**src/rtl/fetch_stage_ras_pkg.sv**
```systemverilog
// Shared definitions for the fetch stage: default widths, RAS pointer width
// helper and the next-PC select encoding.
package fetch_pkg;

   localparam int DEF_PC_W      = 12;
   localparam int DEF_INSTR_W   = 19;
   localparam int DEF_RAS_DEPTH = 8;

   typedef enum logic [2:0] {
      SEL_SEQ,
      SEL_BR,
      SEL_JMP,
      SEL_CALL,
      SEL_RET
   } pc_sel_e;

   function automatic int ras_ptr_w(input int depth);
      return (depth < 2) ? 1 : $clog2(depth);
   endfunction

endpackage

```
**src/rtl/fetch_stage_ras_return_stack.sv**
```systemverilog
// Circular return-address LIFO with push, pop and replace-top, a valid-entry
// count and sticky overflow/underflow flags.
module return_stack
   import fetch_pkg::*;
#(
   parameter int W     = DEF_PC_W,
   parameter int DEPTH = DEF_RAS_DEPTH
) (
   input  logic                      clk,
   input  logic                      rst,
   input  logic                      push,
   input  logic                      pop,
   input  logic                      replace,
   input  logic [W-1:0]              wdata,
   output logic [W-1:0]              top,
   output logic                      empty,
   output logic [ras_ptr_w(DEPTH):0] count,
   output logic                      overflow,
   output logic                      underflow
);

   localparam int PTR_W = ras_ptr_w(DEPTH);
   localparam int CNT_W = PTR_W + 1;

   logic [W-1:0]     mem [DEPTH];
   logic [PTR_W-1:0] ptr;
   logic [PTR_W-1:0] top_idx;
   logic [PTR_W-1:0] wr_idx;
   logic             full;
   logic             advance;
   logic             do_write;

   assign top_idx = ptr - PTR_W'(1);
   assign full    = (count == CNT_W'(DEPTH));
   assign empty   = (count == '0);
   assign top     = mem[top_idx];

   // Replace on an empty stack degenerates into a plain push.
   assign advance  = push | (replace & empty);
   assign do_write = push | replace;
   assign wr_idx   = (replace && !empty) ? top_idx : ptr;

   always_ff @(posedge clk) begin
      if (!rst && do_write) begin
         mem[wr_idx] <= wdata;
      end
   end

   // A full push wraps the pointer onto the oldest entry; count saturates.
   always_ff @(posedge clk) begin
      if (rst) begin
         ptr       <= '0;
         count     <= '0;
         overflow  <= 1'b0;
         underflow <= 1'b0;
      end else if (advance) begin
         ptr <= ptr + PTR_W'(1);
         if (full) begin
            overflow <= 1'b1;
         end else begin
            count <= count + CNT_W'(1);
         end
      end else if (pop) begin
         if (empty) begin
            underflow <= 1'b1;
         end else begin
            ptr   <= top_idx;
            count <= count - CNT_W'(1);
         end
      end
   end

endmodule

```
**src/rtl/fetch_stage_ras.sv**
```systemverilog
// Instruction-fetch stage: PC register, next-PC select and internal return stack.
// Optional macro FETCH_STATS_EN adds saturating fetchCount/stallCount outputs.
module fetch_stage_ras
   import fetch_pkg::*;
#(
   parameter int              PC_W      = DEF_PC_W,
   parameter int              INSTR_W   = DEF_INSTR_W,
   parameter int              RAS_DEPTH = DEF_RAS_DEPTH,
   parameter logic [PC_W-1:0] RESET_PC  = '0
) (
   input  logic                          clk,
   input  logic                          rst,
   input  logic                          pcEnb,
   input  logic                          branchTaken,
   input  logic [PC_W-1:0]               disp,
   input  logic                          jumpEn,
   input  logic                          callEn,
   input  logic                          retEn,
   input  logic [PC_W-1:0]               jumpAdr,
   output logic [PC_W-1:0]               imemAddr,
   input  logic [INSTR_W-1:0]            imemData,
   output logic [PC_W-1:0]               pcOut,
   output logic [INSTR_W-1:0]            instruction,
   output logic                          instrValid,
   output logic [ras_ptr_w(RAS_DEPTH):0] rasCount,
   output logic                          rasOverflow,
   output logic                          rasUnderflow
`ifdef FETCH_STATS_EN
   ,
   output logic [15:0]                   fetchCount,
   output logic [15:0]                   stallCount
`endif
);

   logic [PC_W-1:0] pc;
   logic [PC_W-1:0] pc_in;
   logic [PC_W-1:0] pc_inc;
   logic [PC_W-1:0] ras_top;
   logic            ras_empty;
   logic            ras_push;
   logic            ras_pop;
   logic            ras_replace;
   pc_sel_e         sel;

   assign pc_inc = pc + PC_W'(1);

   // A lone return with nothing on the stack falls through sequentially.
   always_comb begin
      sel = SEL_SEQ;
      if (retEn && !callEn) begin
         sel = ras_empty ? SEL_SEQ : SEL_RET;
      end else if (callEn) begin
         sel = SEL_CALL;
      end else if (jumpEn) begin
         sel = SEL_JMP;
      end else if (branchTaken) begin
         sel = SEL_BR;
      end
   end

   always_comb begin
      pc_in = pc_inc;
      case (sel)
         SEL_RET:  pc_in = ras_top;
         SEL_CALL: pc_in = jumpAdr;
         SEL_JMP:  pc_in = jumpAdr;
         SEL_BR:   pc_in = pc + disp;
         default:  pc_in = pc_inc;
      endcase
   end

   assign ras_push    = pcEnb & callEn & ~retEn;
   assign ras_replace = pcEnb & callEn & retEn;
   assign ras_pop     = pcEnb & retEn & ~callEn;

   return_stack #(
      .W     (PC_W),
      .DEPTH (RAS_DEPTH)
   ) u_ras (
      .clk       (clk),
      .rst       (rst),
      .push      (ras_push),
      .pop       (ras_pop),
      .replace   (ras_replace),
      .wdata     (pc_inc),
      .top       (ras_top),
      .empty     (ras_empty),
      .count     (rasCount),
      .overflow  (rasOverflow),
      .underflow (rasUnderflow)
   );

   always_ff @(posedge clk) begin
      if (rst) begin
         pc <= RESET_PC;
      end else if (pcEnb) begin
         pc <= pc_in;
      end
   end

   always_ff @(posedge clk) begin
      instrValid <= ~rst;
   end

   // Addressing the next PC keeps the synchronous memory output aligned with pcOut.
   assign imemAddr    = rst ? RESET_PC : (pcEnb ? pc_in : pc);
   assign pcOut       = pc;
   assign instruction = imemData;

`ifdef FETCH_STATS_EN
   always_ff @(posedge clk) begin
      if (rst) begin
         fetchCount <= '0;
         stallCount <= '0;
      end else if (instrValid) begin
         if (pcEnb && fetchCount != 16'hFFFF) begin
            fetchCount <= fetchCount + 16'd1;
         end
         if (!pcEnb && stallCount != 16'hFFFF) begin
            stallCount <= stallCount + 16'd1;
         end
      end
   end
`endif

endmodule

```
**config.mk**
```make
export PLATFORM = sky130hd
export DESIGN_NAME = fetch_stage_ras
export DESIGN_NICKNAME = d
export VERILOG_FILES = /design/src/rtl/fetch_stage_ras_pkg.sv /design/src/rtl/fetch_stage_ras_return_stack.sv /design/src/rtl/fetch_stage_ras.sv
export SDC_FILE = /design/constraint.sdc
export NUM_CORES = 1
export LEC_CHECK = 0
export BUFFER_PORTS_ARGS = -buffer_cell sky130_fd_sc_hd__buf_2
export CAP_MARGIN = 30
export CELL_PAD_IN_SITES_DETAIL_PLACEMENT = 1
export CELL_PAD_IN_SITES_GLOBAL_PLACEMENT = 2
export CORE_UTILIZATION = 39
export CTS_CLUSTER_SIZE = 30
export DETAILED_ROUTE_END_ITERATION = 6
export GPL_TIMING_DRIVEN = 0
export MAX_ROUTING_LAYER = met4
export PLACE_DENSITY_LB_ADDON = 0.05
export REMOVE_ABC_BUFFERS = 1
export SETUP_SLACK_MARGIN = 0.1
export SLEW_MARGIN = 20
export SYNTH_ARGS = -nofsm -noshare
export SYNTH_HDL_FRONTEND = slang
export SYNTH_HIERARCHICAL = 1
export SYNTH_SLANG_ARGS = --single-unit
```
**constraint.sdc**
```tcl
create_clock -name clk -period 3.3 [get_ports clk]
set_input_delay 0.165 -clock clk [delete_from_list [all_inputs] [get_ports clk]]
set_output_delay 0.165 -clock clk [all_outputs]
set_load 0.03 [all_outputs]
```
==> Word-level counts from Yosys, hierarchy flattened <==
Memory sizes are Yosys's and may differ from the RTL's.
Index checks and enable logic that the tools add are counted.
{ "classes": {"n_addsub": 6, "eq_ne": 7, "mux": 18, "bitwise": 12, "reduce_logical": 13} }
{ "op_table": {"columns": ["cell", "count"], "rows": [
  ["$pmux 12 s3", 1],
  ["$mux 12", 2],
  ["$mux 3", 6],
  ["$mux 4", 4],
  ["$add 12x1->12 const B", 1],
  ["$add 12x12->12", 1],
  ["$and 1x1->1", 6],
  ["$eq 3x2->1 const B", 2],
  ["$reduce_and 3->1", 2],
  ["$add 4x1->4 const B", 1],
  ["$eq 4x4->1 const B", 1],
  ["$logic_not 4->1", 1],
  ["$mux 2", 2],
  ["$not 1->1", 4],
  ["$reduce_and 2->1", 2],
  ["$sub 4x1->4 const B", 1],
  ["$add 3x1->3 const B", 1],
  ["$eq 3x1->1 const B", 1],
  ["$eq 3x3->1 const B", 1],
  ["$logic_and 1x1->1", 3],
  ["$logic_not 1->1", 3],
  ["$mux 1", 3],
  ["$sub 3x1->3 const B", 1],
  ["$ne 2x1->1 const B", 1],
  ["4 further kinds", 5]
]} }
{ "totals": {"ff_bits": 22, "mem_bits_rw": 96, "inputBits": 50, "memories": 1} }
{ "memory_table": {"columns": ["name", "depth", "width", "read_ports", "rd_clocked_by_memory_dff", "wr", "line", "rtl"], "rows": [
  ["u_ras.mem", 8, 12, 1, 0, 1, "fetch_stage_ras_return_stack.sv:25", "logic [W-1:0] mem [DEPTH];"]
]} }

==> Logic depth before layout (Yosys ltp) <==
{ "logic_depth": {"ltp_word": 9, "ltp_mapped": 12, "ltp_nobuf": 9} }

==> Hierarchy <==
The synthesis kept the hierarchy.
{ "modules_own_cells": {"columns": ["module", "instances", "cells_per_inst", "area_each_um2"], "rows": [
  ["return_stack", 1, 239, 4444.3],
  ["fetch_stage_ras", 1, 235, 1786.7]
]} }

==> Worst setup path after synthesis <==
No wires, ideal clock.
{ "synth_path": {"path_kind": "register to register", "startpoint": "register u_ras.ptr[0]", "endpoint": "register pc[6], in the netlist pcOut[6]", "arrival_ns": 2.953, "t_required_ns": 3.124, "path_slack_ns": 0.171, "stages_incl_launch_ff": 12, "synth_period_minus_slack_ns": 3.129, "path_cell_list": "dfxtp_1 -> buf_6 -> buf_6 -> inv_1 -> ha_1 -> buf_2 -> clkbuf_1 -> mux4_2 -> mux2_2 -> a221oi_1 -> o21ai_0 -> o2111a_1"} }
{ "synth_via": {"elab_chain_len": 5} }
{ "synth_rtl": {"columns": ["element", "line", "rtl"], "rows": [
  ["start: declaration", "fetch_stage_ras_return_stack.sv:26", "logic [PTR_W-1:0] ptr;"],
  ["start signal: assignment", "fetch_stage_ras_return_stack.sv:57", "ptr <= ptr + PTR_W'(1);"],
  ["start signal: assignment", "fetch_stage_ras_return_stack.sv:67", "ptr <= top_idx;"],
  ["$sub 3x1->3", "fetch_stage_ras_return_stack.sv:33", "assign top_idx = ptr - PTR_W'(1);"],
  ["$mem_v2 8x12", null, null],
  ["via ras_top[6]", "fetch_stage_ras.sv:38", "logic [PC_W-1:0] ras_top;"],
  ["$pmux 12 s3", "fetch_stage_ras.sv:63", "case (sel)"],
  ["$mux 12 (2 in series)", null, null],
  ["via imemAddr[6]", "fetch_stage_ras.sv:20", "output logic [PC_W-1:0] imemAddr,"],
  ["end signal: assignment", "fetch_stage_ras.sv:97", "pc <= pc_in;"],
  ["end: declaration", "fetch_stage_ras.sv:35", "logic [PC_W-1:0] pc;"]
]} }
The timed path passes the listed nets, and every way through them passes these cells.
A chain may end at the register's enable or synchronous reset.

==> Worst setup path after layout <==
{ "layout_path": {"startpoint": "register u_ras.ptr[1]", "endpoint": "output imemAddr[3]"} }
{ "layout_via": {"elab_chain_len": 5} }
{ "layout_rtl": {"columns": ["element", "line"], "rows": [
  ["$sub 3x1->3", "fetch_stage_ras_return_stack.sv:33"],
  ["$mem_v2 8x12", null],
  ["via ras_top[3]", "fetch_stage_ras.sv:38"],
  ["$pmux 12 s3", "fetch_stage_ras.sv:63"],
  ["$mux 12 (2 in series)", null],
  ["end: declaration", "fetch_stage_ras.sv:20"]
]} }
The timed path passes the listed nets, and every way through them passes these cells.

==> flow_metrics.py <==
metrics = {
    "status": {
        "status": "finished clean",
    },
    "setup_path": {
        "r2r-start": "u_ras/count[1]$_SDFFE_PP0P_",
        "criticalPathCategory": "register to output pin",
        "startpoint_type": "register",
        "crit_start": "u_ras/ptr[1]$_SDFFE_PP0P_",
        "cp_max_fo": 7,
        "cp_data_arrival_time_ns": 2.88,
        "endpoint_kind": "output pin",
        "crit_required_ns": 3.13,
    },
    "power_and_ir_drop": {
        "p_seq_share_pct": 33.1,
        "cellLeakagePower_nw": 2.60,
        "peakVddDrop_v": 0.000453,
        "p_switching_w": 0.00200,
        "switching_share_pct": 33.5,
        "clockPowerShare_pct": 30.9,
        "combPwrFrac_pct": 36.0,
        "p_total_w": 0.00596,
        "power_density_mw_per_mm2": 812,
        "power.internal_w": 0.00397,
    },
    "timing": {
        "hold_slack_ns": 0.173,
        "rsz0062_at_grt": "false",
        "timing.final.crit_share_pct": 92.1,
        "drv_slew": 0,
        "fin_setup_tns_ns": 0,
        "skew_ns": 0.00839,
        "fin_ws_ns": 0.260,
        "min_period_ns": 3.04,
        "slew_headroom_pct": 39.2,
        "clock.fmax_mhz": 329,
        "setup_violations": 0,
        "hold_violations": 0,
        "tightest_slew_ns": 0.912,
    },
    "die": {
        "rows": 45,
        "fp.dieH_um": 128,
        "core_mm2": 0.0154,
        "ios": 100,
        "start_util_pct": 40.5,
        "die_x_um": 128,
        "die_area_mm2": 0.0165,
    },
    "cells_and_area": {
        "n_antenna_cell": 0,
        "final_common_cell": "edfxtp_1",
        "regArea_mm2": 0.00333,
        "areaGrowthSynthToFinish_pct": 17.9,
        "fillers": 1595,
        "mostFrequentLayoutCells": "edfxtp_1, buf_2, nand2_1, nor2_1, mux4_2",
        "nNetsFinal": 591,
        "drive_above_1_share_pct": 33.9,
        "multi_input_area_mm2": 0.00266,
    },
    "global_route": {
        "grt_pass1_vias": 4377,
        "antenna_found_initial": 0,
        "grt_pass1_wl_um": 25100,
        "grt-ovfl-total": 0,
        "grt_start_max_net_pins": 25,
        "grt_usage_pct": 22.0,
    },
    "cts": {
        "cts_tree": "built",
        "cts-root-buf": "clkbuf_16",
        "clockBufferDepth": 2,
        "cts-buffers-inserted": 17,
        "clkLatencyLatePin_ns": 0.42,
        "clk_pin_slew_ns": 0.06,
        "ctsHoldBuffers": 0,
        "htreeDepth": 4,
        "cts.sinks": 118,
    },
    "synth": {
        "yosys_warnings": 6,
        "synth_flop_cell": "edfxtp_1",
        "synthCells": 474,
        "ys_types": 82,
        "netlist_area_mm2": 0.00623,
        "yosysTopAreaCell": "edfxtp_1",
        "synth-compound-area-share_pct": 11.5,
        "synth-simple-area-share_pct": 11.5,
        "postSynth.asyncResetShare_pct": 0,
        "syn_avg_cell_area_um2": 13.1,
        "synth_edf_count": 96,
        "synth_top_area_share_pct": 46.3,
        "synthAdderAreaFrac_pct": 3.33,
        "synth.area.top_cells": "edfxtp_1, mux4_2, dfxtp_1",
        "synth-xor-area-share_pct": 1.97,
        "synth_top_family_by_area": "multiplexers",
        "seq_area_frac_synth_pct": 53.3,
        "muxShareOfSynthArea_pct": 12.4,
        "synth_seq_cells": 118,
    },
    "routing": {
        "drc": 0,
        "ant_nets": 0,
        "num_vias": 4214,
        "drt_iter0_drc": 235,
        "via_per_inst": 5.63,
        "firstDrtPassIters": 4,
        "wl_per_cell_um": 22.3,
        "wl_um": 16700,
    },
    "flow_run": {
        "drv_cap": 0,
    },
    "placed_design": {
        "gp_congestion": 0.792,
        "io_buffers": 61,
        "pre_cts_ws_ns": -0.295,
        "dp_hpwl_um": 11400,
    },
    "worst_hold_path": {
        "min_from": "disp[11]",
        "min_path_type": "input port to register",
    },
}
==> layer usage <==
metal	vias up	GRT usage (%)	part of all wire [%]
li1	1946	-	-
met1	2155	28.3	46
met2	96	34.7	48
met3	17	4.91	4.9
met4	0	6.85	0.97
met5	-	-	0
==> final cells by class <==
| class | count | share of cell area, % |
|---|---|---|
| flip-flops and latches | 118 | 45.3 |
| multi-input cells | 298 | 36.2 |
| repair buffers | 76 | 6.20 |
| clock buffers | 18 | 5.84 |
| well taps | 211 | 3.59 |
| clock inverters | 13 | 2.13 |
| inverters | 14 | 0.716 |
==> timing repair <==
item                       CTS  global route
hold endpoints to repair     0             0
cloned                       0             0
pin swaps                    2             2
setup endpoints to repair   68             8
buffers inserted             7             4
gates resized for setup      4            16
==> metrics by stage <==
stage | cells | util (%) | instance area [um^2]
floorplan | 430 | - | 5920
global placement | 702 | 42.2 | 6490
detailed placement | 706 | 42.7 | 6570
CTS | 744 | 47.1 | 7240
global route | 748 | 47.8 | 7340
finish | 748 | 47.8 | 7340
==> synth_stat cells, types with 6 or more instances <==
master and instances:
a21oi_1 25, nand2_1 26, buf_6 7, nor2_1 31, xnor2_1 9, nor2b_1 6, dfxtp_1 22, clkbuf_1 6
mux2_2 14, ha_1 15, nand3_1 11, o21ai_0 14, inv_1 14, buf_4 20, buf_2 9, edfxtp_1 96
mux4_2 24
==> critical path: stages, from the launching register on <==
cell,delay (ns)
dfxtp_2,0.37
inv_1,0.08
ha_4,0.35
buf_4,0.19
buf_4,0.12
mux4_2,0.27
mux2_2,0.28
a22o_1,0.21
o311ai_2,0.24
a21oi_2,0.12
clkbuf_4,0.21
==> kinds of logic after synthesis <==
kind of cell	Yosys count
AND/OR/NAND/NOR	122
flip-flops	118
AO/OA/AOI/OAI	101
buffers and inverters	58
multiplexers	45
adder cells (fa/ha/maj)	16
XOR/XNOR	14
==> worst paths after layout <==
check,slack [ns],cells past startpoint,to
max reg2reg,0.61,5,u_ras/mem[3][11]$_DFFE_PP_
min reg2reg,0.47,2,u_ras/underflow$_SDFFE_PP0P_
min,0.17,4,pcOut[11]$_DFF_P_
max,0.26,10,imemAddr[3]
==> power groups by stage <==
| stage | combinational [W] | clock (W) | sequential [W] |
|---|---|---|---|
| after floorplan | 0.00120 | 0 | 0.00208 |
| after global placement | 0.00178 | 0 | 0.00205 |
| after detailed placement | 0.00189 | 0 | 0.00203 |
| after CTS | 0.00207 | 0.00187 | 0.00197 |
| after global routing | 0.00231 | 0.00192 | 0.00200 |
| final | 0.00215 | 0.00184 | 0.00198 |
==> state kept, by name, summed over array words and instances (netlist names) <==
| name | count |
|---|---|
| pcOut | 12 |
| instrValid | 1 |
| u_ras/count | 4 |
| u_ras/mem | 96 |
| u_ras/underflow | 1 |
| u_ras/overflow | 1 |
| u_ras/ptr | 3 |
No activity file was read; power rests on OpenSTA's default activity.
